$ cat src/rtl/r22sdf_pkg.sv
// Shared helpers for the radix-2^2 SDF FFT core, its companions and their benches.
package r22sdf_pkg;

   // Ceiling log2; returns 0 for values of 1 or less.
   function automatic int clog2(input int value);
      int result;
      int v;
      result = 32'sd0;
      v = value - 32'sd1;
      while (v > 32'sd0) begin
         result = result + 32'sd1;
         v = v >>> 1;
      end
      return result;
   endfunction

   // Reverse the low 'width' bits of 'value'; bits at and above 'width' are returned as 0.
   function automatic logic [31:0] bitrev(input logic [31:0] value, input int width);
      logic [31:0] result;
      result = 32'd0;
      for (int i = 0; i < 32; i++) begin
         if (i < width) begin
            result[i] = value[width - 1 - i];
         end else begin
            result[i] = 1'b0;
         end
      end
      return result;
   endfunction

endpackage

$ cat src/rtl/r22sdf_reorder_ram.sv
// Simple dual-port frame buffer: one write port, one registered read port.
// No reset on the storage or read register so it maps onto block RAM.
module r22sdf_reorder_ram #(
   parameter int AW = 5,
   parameter int DW = 32
) (
   input  logic          clk,
   input  logic          wr_en,
   input  logic [AW-1:0] wr_addr,
   input  logic [DW-1:0] wr_data,
   input  logic [AW-1:0] rd_addr,
   output logic [DW-1:0] rd_data
);

   logic [DW-1:0] mem_r [0:(2**AW)-1];

   // Write port: store the incoming sample at its (bit-reversed) location.
   always_ff @(posedge clk) begin
      if (wr_en) begin
         mem_r[wr_addr] <= wr_data;
      end
   end

   // Read port: one-cycle registered read, address supplied every cycle.
   always_ff @(posedge clk) begin
      rd_data <= mem_r[rd_addr];
   end

endmodule

$ cat src/rtl/r22sdf_bitrev_reorder.sv
// Reorders the FFT core's bit-reversed output stream into natural bin order
// using a two-bank (ping-pong) frame buffer. Data passes through bit-exact.
module r22sdf_bitrev_reorder
   import r22sdf_pkg::*;
#(
   parameter int data_resolution = 16,
   parameter int fft_length      = 16,
   localparam int AW             = clog2(fft_length)
) (
   input  logic                       sys_clk,
   input  logic                       sys_rst,
   input  logic                       din_valid,
   input  logic                       din_sof,
   input  logic [data_resolution-1:0] din_r,
   input  logic [data_resolution-1:0] din_i,
   output logic                       dout_valid,
   output logic                       dout_sof,
   output logic [AW-1:0]              dout_idx,
   output logic [data_resolution-1:0] dout_r,
   output logic [data_resolution-1:0] dout_i,
   output logic                       frame_err
);

   localparam int DW = 2 * data_resolution;
   localparam logic [AW-1:0] last_idx = AW'(fft_length - 1);

   // write side state
   logic [AW-1:0] wr_cnt_r;
   logic          wr_bank_r;
   logic          wr_synced_r;

   // read side state
   logic          rd_active_r;
   logic [AW-1:0] rd_cnt_r;
   logic          rd_bank_r;

   // alignment stage between RAM read and output registers
   logic          s1_valid_r;
   logic [AW-1:0] s1_idx_r;

   // combinational write-side decode
   logic          accept_s;
   logic [AW-1:0] cnt_eff_s;
   logic          restart_err_s;
   logic          frame_done_s;
   logic [AW:0]   wr_addr_s;
   logic [AW:0]   rd_addr_s;
   logic [DW-1:0] rd_data_s;

   // Decode the accepted sample: its effective frame position, write address,
   // restart error and whether it completes the frame.
   always_comb begin
      accept_s = din_valid & (wr_synced_r | din_sof);
      if (din_sof) begin
         cnt_eff_s = {AW{1'b0}};
      end else begin
         cnt_eff_s = wr_cnt_r;
      end
      restart_err_s = accept_s & din_sof & wr_synced_r & (wr_cnt_r != {AW{1'b0}});
      frame_done_s  = accept_s & (cnt_eff_s == last_idx);
      wr_addr_s     = {wr_bank_r, AW'(bitrev(32'(cnt_eff_s), AW))};
      rd_addr_s     = {rd_bank_r, rd_cnt_r};
   end

   // Write counter, bank ping-pong, sync tracking and the restart error pulse.
   always_ff @(posedge sys_clk) begin
      if (sys_rst) begin
         wr_cnt_r    <= {AW{1'b0}};
         wr_bank_r   <= 1'b0;
         wr_synced_r <= 1'b0;
         frame_err   <= 1'b0;
      end else begin
         frame_err <= restart_err_s;
         if (accept_s) begin
            wr_synced_r <= 1'b1;
            wr_cnt_r    <= cnt_eff_s + AW'(1);
            if (frame_done_s) begin
               wr_bank_r <= ~wr_bank_r;
            end else begin
               wr_bank_r <= wr_bank_r;
            end
         end else begin
            wr_synced_r <= wr_synced_r;
            wr_cnt_r    <= wr_cnt_r;
            wr_bank_r   <= wr_bank_r;
         end
      end
   end

   // Read sequencer: a completed frame starts a gapless natural-order sweep of
   // its bank; a completion on the last read simply chains into the next sweep.
   always_ff @(posedge sys_clk) begin
      if (sys_rst) begin
         rd_active_r <= 1'b0;
         rd_cnt_r    <= {AW{1'b0}};
         rd_bank_r   <= 1'b0;
      end else if (frame_done_s) begin
         rd_active_r <= 1'b1;
         rd_cnt_r    <= {AW{1'b0}};
         rd_bank_r   <= wr_bank_r;
      end else if (rd_active_r) begin
         if (rd_cnt_r == last_idx) begin
            rd_active_r <= 1'b0;
            rd_cnt_r    <= {AW{1'b0}};
         end else begin
            rd_active_r <= 1'b1;
            rd_cnt_r    <= rd_cnt_r + AW'(1);
         end
      end else begin
         rd_active_r <= 1'b0;
         rd_cnt_r    <= rd_cnt_r;
      end
   end

   // Carry valid and index alongside the registered RAM read.
   always_ff @(posedge sys_clk) begin
      if (sys_rst) begin
         s1_valid_r <= 1'b0;
         s1_idx_r   <= {AW{1'b0}};
      end else begin
         s1_valid_r <= rd_active_r;
         s1_idx_r   <= rd_cnt_r;
      end
   end

   // Output registers; data and index hold their last value between bursts.
   always_ff @(posedge sys_clk) begin
      if (sys_rst) begin
         dout_valid <= 1'b0;
         dout_sof   <= 1'b0;
         dout_idx   <= {AW{1'b0}};
         dout_r     <= {data_resolution{1'b0}};
         dout_i     <= {data_resolution{1'b0}};
      end else begin
         dout_valid <= s1_valid_r;
         dout_sof   <= s1_valid_r & (s1_idx_r == {AW{1'b0}});
         if (s1_valid_r) begin
            dout_idx <= s1_idx_r;
            dout_r   <= rd_data_s[DW-1:data_resolution];
            dout_i   <= rd_data_s[data_resolution-1:0];
         end else begin
            dout_idx <= dout_idx;
            dout_r   <= dout_r;
            dout_i   <= dout_i;
         end
      end
   end

   r22sdf_reorder_ram #(
      .AW (AW + 1),
      .DW (DW)
   ) u_ram (
      .clk     (sys_clk),
      .wr_en   (accept_s),
      .wr_addr (wr_addr_s),
      .wr_data ({din_r, din_i}),
      .rd_addr (rd_addr_s),
      .rd_data (rd_data_s)
   );

endmodule

$ cat config.mk
export PLATFORM = sky130hd
export DESIGN_NAME = r22sdf_bitrev_reorder
export DESIGN_NICKNAME = d
export VERILOG_FILES = /design/src/rtl/r22sdf_pkg.sv /design/src/rtl/r22sdf_reorder_ram.sv /design/src/rtl/r22sdf_bitrev_reorder.sv
export SDC_FILE = /design/constraint.sdc
export NUM_CORES = 1
export LEC_CHECK = 0
export BUFFER_PORTS_ARGS = -buffer_cell sky130_fd_sc_hd__buf_2
export CAP_MARGIN = 20
export CORE_MARGIN = 10
export CORE_UTILIZATION = 60
export DETAILED_ROUTE_END_ITERATION = 10
export PLACE_DENSITY = 0.77
export SYNTH_ARGS = -nofsm -noshare
export SYNTH_HDL_FRONTEND = slang
export SYNTH_HIERARCHICAL = 1
export SYNTH_SLANG_ARGS = --single-unit
$ cat constraint.sdc
create_clock -name sys_clk -period 10.2 [get_ports sys_clk]
set_input_delay 2.04 -clock sys_clk [delete_from_list [all_inputs] [get_ports sys_clk]]
set_output_delay 2.04 -clock sys_clk [all_outputs]
set_load 0.01 [all_outputs]
* Word-level counts from Yosys, hierarchy flattened
Memories as Yosys holds them, arrays and structs flattened. A register that Yosys moved wholly into a read port is not among the register bits.
Index checks and enable logic that the tools add are counted.
Widths: inputs -> output; s select.
** Word-level totals
- Flip-flop bits (word level) :: 56
- RAM bits :: 1024
- Bits of input ports :: 36
- Output and inout bits :: 39
- Word-level logic and storage cells :: 38
- Memories :: 1
** Memories
- u_ram.mem_r :: depth 32, bits a word 32, rd ports 1, clocked after memory_dff 1, wr ports 1, line r22sdf_reorder_ram.sv:15 : logic [DW-1:0] mem_r [0:(2**AW)-1];
** Cells by class
- Add/sub/neg operators :: 2
- Equal/unequal tests :: 2
- Multiplexer cells :: 7
- Bitwise logic cells :: 8
- Reductions and logical operators :: 4
** Operators with widths (count)
- $add 4x1->4 const B :: 2
- $eq 4x4->1 const B :: 2
- $mux 4 :: 2
- $and 1x1->1 :: 6
- $mux 1 :: 5
- $logic_not 4->1 :: 1
- $reduce_bool 4->1 :: 1
- $reduce_and 2->1 :: 1
- $reduce_or 2->1 :: 1
- $not 1->1 :: 1
- $or 1x1->1 :: 1

* Depth between registers and ports, before layout
Gate-level depths: netlist (run 1).
- Depth in word-level cells :: 5
- Depth in mapped cells :: 8

* Cells and area by module
Netlist (run 1), hierarchy kept.
** Modules (own cells, without submodules)
- r22sdf_reorder_ram :: times used 1, cells an instance 2260, area each 40485.1 um^2, sequential area each 31390.1 um^2
- r22sdf_bitrev_reorder :: times used 1, cells an instance 199, area each 2103.3 um^2, sequential area each 1121.1 um^2

* Least setup slack after synthesis (run 1)
No wires, ideal clock.
- Kind :: input to register
- From :: in din_sof
- To :: mem u_ram.mem_r[28][0] (enable)
- Setup time :: 421 ps
- Data arrival time :: 4383 ps
- Required time :: 9779 ps
- Path slack :: 5396 ps
- Stages :: 5
- Cell sequence :: buf_6 > o21a_1 > or3b_2 > clkbuf_1 > nor2_1
** Between the ends
- Cells in the longest elaborated chain, start to end :: 4
- Elaborated cells on any way between the ends :: 5
- Those cells by class :: 3 x mux; 2 x bitwise
** RTL lines
- start: declaration :: line r22sdf_bitrev_reorder.sv:13 : input logic din_sof,
- $or 1x1->1 :: line r22sdf_bitrev_reorder.sv:53 : accept_s = din_valid & (wr_synced_r | din_sof);
- $and 1x1->1 :: line r22sdf_bitrev_reorder.sv:53
- named net accept_s :: line r22sdf_bitrev_reorder.sv:42 : logic accept_s;
- $mux 1 :: line r22sdf_reorder_ram.sv:19 : if (wr_en) begin
- $mux 1 (not written as such) :: line r22sdf_reorder_ram.sv:20 : mem_r[wr_addr] <= wr_data;
- end: declaration :: line r22sdf_reorder_ram.sv:15
The timed path passes the listed nets, and every way through them passes these cells.

* Worst setup path after layout (run 1)
- From :: in din_sof
- To :: mem u_ram.mem_r[2][23] (enable)
The elaborated chain is that of the path after synthesis.

==> reports/summary.md, run 1 <==
Among cell families on the critical path, the largest total delay comes from simple AND/OR/NAND/NOR gates. The arrival time reported for the critical path endpoint is 4.50 ns. The logs give 0 for the count of antenna diodes in the layout and 70100 um2 for the core region area.

The number of antenna violations at the first check in global routing came out at 3. The proportion of layout cells with a drive suffix above 1 came out at 0.115. Traced cell by cell, the critical path runs through buf_2, o21a_1, nand3b_1, nor2_4. The flow ran to the end, and the final reports show no timing, DRC or antenna violations. The critical path in this run is classified as in -> reg. Slew at the pin with the worst max-slew slack: 1.20 ns. The die height is 286 um, and the global-route usage over all layers is 0.237.

The clock transition at the registers of the reported paths was 0.06 ns; the power consumption was 0.00896 W. The number of DRC markers in iteration 0 came out at 2559. The growth of design area from synthesis to finish was 11.3%. The number of clock buffers added by TritonCTS is 106.

The final-report max-slew violation count is 0, and the number of port buffers is 74. Based on the critical path, the design can be clocked at up to 236 MHz. The startpoint type of the worst setup path was an input port. The HPWL after detailed placement is 56600 um. For the total standard cell area after synthesis, the log shows 42600 um2.

After technology mapping, the gate count stands at 2459. Average wire length per cell after detail routing: 27.8 um. The number of hold buffers added after CTS came out at 0. In this run the worst path has a maximum fanout of 32. The worst slew margin relative to its limit came out at 0.203. The tools report the post-route worst hold slack as 0.471 ns. Dividing the synthesized area by the synthesized cell count gives 17.3 um2.

The total wire length was 98900 um; the period utilization was 0.415. For the residual DRC count, the log shows 0. The fraction of synthesized cell area taken by the top area cell type came out at 0.722. The finished layout holds 3557 standard cells, fillers aside. After detailed routing, the number of vias per cell comes to 6.35. The floorplan step defined a die boundary enclosing 82000 um2.

CTS placed an instance of clkbuf_16 at the clock tree root. The final-layout fill cell count is 4536. The number of enable flip-flop cells after synthesis is 1024, and the boundary pin count is 75.

The post-layout instance area was 47400 um2. Leaving out fill and tap cells, the most frequent cells in the layout are 1024 x edfxtp_1, 552 x mux2i_1, 107 x clkbuf_16, 101 x a21oi_1, 101 x nand3_1. The longest clock path from root to sink contains 3 buffers. After the last flow step, the layout net total stands at 2569. After layout, the minimum clock period comes to 4.24 ns. The tools report the number of placement rows as 97. The die is 286 um wide. The slowest stage of the critical path is the nor2_4 cell. Once the clock tree was built, the resizer swapped 0 gates to a different size.

The count of buffer and inverter cells on the critical path was 1. For the number of global-route vias before repair, the log shows 22600. Ranked by total cell area, the synthesized netlist is headed by edfxtp_1 72%, mux2i_1 13%, dfxtp_1 4.1%. The tools report the hold violation total from the final report as 0. The share of the yosys chip area belonging to registers was 0.763; the post-CTS setup repair buffer count was 0. The area occupied by multi-input gates was 9510 um2; the number of iterations in the first detailed-routing pass was 6.

The remaining global-route overflow came out at 0. The first global-routing pass estimated 145000 um of wire. After detailed placement, the total cell area comes to 43700 um2. Sequential cell area in the final layout: 32500 um2.

For this design the static power due to leakage is 14.3 nW. The setup violation total in the final timing report came out at 0. Setup total negative slack on the finished layout was measured at 0 ns.

Counting every net in the synthesized netlist gives 2497. The share of synthesized flip-flops with an asynchronous set or reset is 0. IR analysis of the VDD net gives a maximum drop of 0.157 mV.

TritonCTS built the clock tree. The synthesized design spends more area on one cell type than any other, namely edfxtp_1. The count of clock tree sinks was 1112. The library cell used most frequently in the layout, excluding fill and tap cells, is edfxtp_1. Once placement completed, the tool counted placed cells totaling 3352. At the later pin of the worst-skew pair, clock insertion delay measures 0.67 ns. After synthesis the netlist holds a flip-flop and latch count of 1112.

Dividing total power by cell area gives a power density of 189 nW/um2. The logs give 3 for the number of levels in the clock H-tree and 42 for the number of unique standard cell types used by synthesis. The path class of the tightest hold or removal check is reg -> reg.

The tools report the starting density of the core as 0.607. STA classifies the critical path endpoint as a flop. Setup repair after global routing left no endpoint under its margin. The run gives 139 as the largest net degree at the start of global routing. For this block, the via count after detailed routing is 22600. Once detail routing completed, the nets flagged for antenna violations numbered 0. The run gives 10.47 ns as the critical path required time. Across the run, the number of max-cap violations was 0. For this run, the slowest stage of the critical path takes 1.18 ns.

During synthesis, Yosys emitted a total of 6 warnings. The congestion estimate from routability-driven global placement came to 0.849. For this run, the leading register cell type out of synthesis is edfxtp_1.

The run gives 0.0283 ns as the setup clock skew after layout.
## where the power goes
| group | total, W | internal [W] | switching (W) | leakage [nW] |
|---|---|---|---|---|
| clock network | 0.00381 | 0.00220 | 0.00161 | 1.65 |
| logic | 0.000151 | 0.0000261 | 0.000125 | 2.71 |
| registers | 0.00500 | 0.00499 | 0.00000855 | 9.94 |
## sequential cells by signal, summed over array words and instances, names as in the netlist, 4 cells and up
| signal | cells |
|---|---|
| u_ram/mem_r | 1024 |
| u_ram/rd_data | 32 |
| dout_r | 16 |
| dout_idx | 4 |
| s1_idx_r | 4 |
| dout_i | 16 |
| wr_cnt_r | 4 |
| rd_cnt_r | 4 |
## cells by family (layout without fill, tap and decap cells)
kind of cell | count (synthesis) | in the layout | share of synthesized area
flip-flops | 1112 | 1112 | 0.763
AND/OR/NAND/NOR | 350 | 350 | 0.0383
buffers and inverters | 141 | 299 | 0.0195
multiplexers | 552 | 552 | 0.130
adder cells (fa/ha/maj) | 2 | 2 | 0.000587
XOR/XNOR | 1 | 1 | 0.000206
AO/OA/AOI/OAI | 301 | 301 | 0.0482
## layer usage
layer  part of all wire  track usage  wire, um
met5            0.00013            0        13
met1               0.40        0.316     39100
met3              0.075       0.0377      7430
met2               0.49        0.391     48800
met4              0.036       0.0901      3600
## metrics by stage
step | utilization | setup slack, ns
3_3_place_gp | 0.624 | 5.43
6_report | 0.676 | 5.96
4_1_cts | 0.672 | 5.93
2_1_floorplan | - | 5.40
3_5_place_dp | 0.624 | 5.31
5_1_grt | 0.676 | 5.88
## synthesized netlist by cell type, types with 6 or more instances
| cell | number |
|---|---|
| edfxtp_1 | 1024 |
| mux2i_1 | 552 |
| a21oi_1 | 101 |
| nand3_1 | 101 |
| nand2_1 | 100 |
| a22oi_1 | 96 |
| dfxtp_1 | 88 |
| nor2_1 | 76 |
| a22o_1 | 64 |
| clkbuf_1 | 52 |
| buf_4 | 35 |
| nor3_1 | 34 |
| a31oi_1 | 32 |
| buf_2 | 29 |
| buf_6 | 17 |
| nor2b_1 | 8 |
| nand3b_1 | 6 |
## path summary, 6_finish.rpt
check | end | from | cells after the start | slack, ns
worst max-delay path | u_ram/mem_r[2][23] | din_sof | 4 | 5.96
worst min-delay path | dout_r[7] | u_ram/rd_data[23] | 2 | 0.47
worst max register to register | u_ram/rd_data[26] | rd_cnt_r[0] | 8 | 6.15
worst min register to register | dout_r[7] | u_ram/rd_data[23] | 2 | 0.47
## area by class of cell
class / instances / area share
clock buffers: 127 / 0.0581
clock inverters: 67 / 0.0133
inverters: 1 / 0.0000792
multi-input cells: 1206 / 0.201
flip-flops and latches: 1112 / 0.686
well taps: 940 / 0.0248
repair buffers: 104 / 0.0168
## worst register-to-register path, cell delays in order, from the launching register on
cell,delay (ns)
dfxtp_4,0.78
buf_12,0.63
buf_4,0.78
buf_16,0.35
mux2i_1,0.37
a22o_1,0.21
nor3_1,0.10
a31oi_1,0.53
nand3_1,0.15
Power figures use the tool's default switching activity.
==> run 2: changes to the inputs <==
- ABC_AREA: not set -> 1
- clock period: 10.2 -> 4.2 ns (I/O delays scaled with it)
==> reports/summary.md, run 2 <==
The largest registers in the layout are u_ram/mem_r x1024, u_ram/rd_data x32. The number of levels in the clock H-tree was 3. Sorting the synthesized cells by how often they occur yields 1454 x nand2_1, 1024 x edfxtp_1, 790 x nand3_1, 126 x nor2_1, 89 x buf_2. The run gives 0.874 as the global placer's final weighted congestion.

The number of DRC markers in iteration 0 was 4685; the largest net degree at the start of global routing was 198. Clock skew on the completed layout was measured at 0.0337 ns. Sorting the synthesized cells by area gives the leading types as edfxtp_1 69%, nand2_1 12%, nand3_1 8.9%.

Clock-pin slew was measured on the worst setup and hold paths at 0.06 ns. After filler insertion, the fill cell instance count of the layout stands at 4913. For the worst slew margin relative to its limit, the log shows 0.286. CTS placed an instance of clkbuf_16 at the clock tree root. The clock passes through at most 3 buffers. The worst-case IR drop observed on VDD is 0.398 mV.

The die covers 85500 um2. In this run, synthesis inferred 1024 flip-flops with an integrated enable. The run gives 1.56 ns as the final worst setup slack. A synthesized cell averages 11.7 um2. The first global-routing pass estimated 172000 um of wire.

Using the TritonRoute via totals, the vias-per-cell ratio works out to 6.07. The logs give 379 MHz for the highest achievable clock rate and 0 for the post-CTS setup repair buffer count. In this run the power density over the cells is 457 nW/um2.

The number of synthesized register bits was 1112. TritonCTS built the clock tree. Among all cell types in the netlist, the one instantiated most often is nand2_1. Clock period minus final worst setup slack: 2.64 ns. The critical path capture point type is a flop. The number of port buffers was 74; the number of hold buffers added after CTS was 0. The tightest min-delay check is of the reg -> reg type. The hold violation total from the final report was 0; the number of placement rows was 99. The run finished with clean final reports. From left edge to right edge, the die measures 292 um.

Detailed placement ended at an HPWL of 63900 um. The total wire length is 115000 um. The critical path is of the reg -> reg type. The dominant register cell in the synthesized netlist is edfxtp_1.

The run gives 0 ns as the summed negative setup slack over all endpoints. The fraction of synthesized cell area taken by the top area cell type came out at 0.691. The insertion delay to the later sink of the worst-skew pair came out at 0.68 ns. In this run, post-CTS repair resized a total of 0 instances. The period utilization was 0.629; the global-route usage over all layers was 0.265. Critical path required time: 4.81 ns.

Setup violations remaining at the end of the flow were counted as 0. Detailed routing inserted a total of 29600 vias. In the layout the commonest cells are 1454 x nand2_1, 1024 x edfxtp_1, 790 x nand3_1, 117 x clkbuf_16, 94 x nor2_1. The proportion of layout cells with a drive suffix above 1 came out at 0.0934. The floorplan step defined a core boundary enclosing 73200 um2. The leading area contributor after synthesis is edfxtp_1. After technology mapping, the gate count stands at 3802.

The residual DRC count was 0; the die height was 292 um. Synthesis produced a netlist with a net count of 3840. Dividing the detail-routed wire length by the instance count gives 23.5 um. The number of global-route vias before repair is 28300. Flip-flop count of the largest register, all copies and words added: 1024.

Setup repair after global routing left no endpoint under its margin. The run gives 3865 as the net count of the finished layout. The most frequent standard cell in the layout excluding fill and tap cells was nand2_1. Pre-CTS setup slack: 1.24 ns.

The tools report the final-report max-slew violation count as 0. Relative to the synthesized area, the layout overhead comes to 10.4%. The boundary pin count came out at 75. In this run the static leakage power is 18.1 nW. For the number of buffers created by CTS, the log shows 108. The run gives 2 as the number of antenna violations at the first check in global routing. The remaining global-route overflow is 0, and the count of max-cap constraint violations is 0.

Total standard cell area after synthesis: 44500 um2. The most flop-heavy register is u_ram/mem_r. The first detailed-routing pass took 6 iterations.

In this run the worst path has a maximum fanout of 164. The tools report the count of clock tree sinks as 1112. In this run the remaining antenna-violating nets after routing total 0. The run gives 0.608 as the starting density of the core. After synthesis, the netlist uses 28 different library cells. Data arrives at the worst endpoint at 3.25 ns. For the pin with the worst max-slew slack, the measured transition is 1.07 ns. STA classifies the critical path startpoint as a flop. The share of the yosys chip area belonging to registers was 0.731; the share of synthesized flip-flops with an asynchronous set or reset was 0.

The Yosys step of the flow raised 6 warnings.
-- run 2: routing by layer --
metal / track usage / wire length [um]
met3: 0.0573 / 12900
met4: 0.118 / 4400
met2: 0.404 / 52700
met5: 0 / 11
met1: 0.364 / 44800
-- run 2: final timing paths --
check                                  from           endpoint  slack (ns)  cells after the start
worst min-delay path            s1_idx_r[1]           dout_sof        0.42                      1
worst max-delay path            rd_cnt_r[0]  u_ram/rd_data[21]        1.56                     10
worst min register to register  s1_idx_r[1]           dout_sof        0.42                      1
worst max register to register  rd_cnt_r[0]  u_ram/rd_data[21]        1.56                     10
-- run 2: cell families after synthesis --
kind of cell | Yosys count | share of synthesized area
adders and majority gates | 2 | 0.000562
buffers and inverters | 257 | 0.0388
and+or+nand+nor | 2383 | 0.225
xor gates and xnor gates | 1 | 0.000197
AOI/OAI and AO/OA | 47 | 0.00529
DFF | 1112 | 0.731
-- run 2: critical path, stage by stage, from the launching register on --
cell and delay (ns):
dfxtp_4 0.46, inv_16 0.43, buf_12 0.37, nand2_1 0.11
nand3_1 0.10, nand3_1 0.12, nand2_1 0.17, nand2_1 0.07
nand2_1 0.13, nand2_1 0.18, nand2_1 0.19
-- run 2: layout make-up --
cell class | count | area (um2) | area share
sequential | 1112 | 32500 | 0.662
multi-input combinational | 2433 | 10500 | 0.214
clock buffer | 148 | 3110 | 0.0634
tap | 959 | 1200 | 0.0244
timing repair buffer | 146 | 1090 | 0.0221
clock inverter | 54 | 581 | 0.0118
inverter | 26 | 129 | 0.00262
antenna | 4 | 10.0 | 0.000204
-- run 2: power breakdown --
group / total [W] / internal, W / switching, W
logic: 0.000394 / 0.0000571 / 0.000337
registers: 0.0122 / 0.0121 / 0.0000190
clock network: 0.00994 / 0.00587 / 0.00407
total: 0.0225 / 0.0181 / 0.00443
-- run 2: through the flow --
stage	cells	total power, W	utilization	cell area [um2]	hold WS [ns]
global placement	4676	0.0128	0.621	45400	0.411
detailed placement	4676	0.0128	0.621	45400	0.419
floorplan	3802	0.0125	-	44500	0.396
finish	4882	0.0225	0.671	49100	0.425
CTS	4878	0.0225	0.671	49100	0.413
global route	4878	0.0230	0.671	49100	0.447
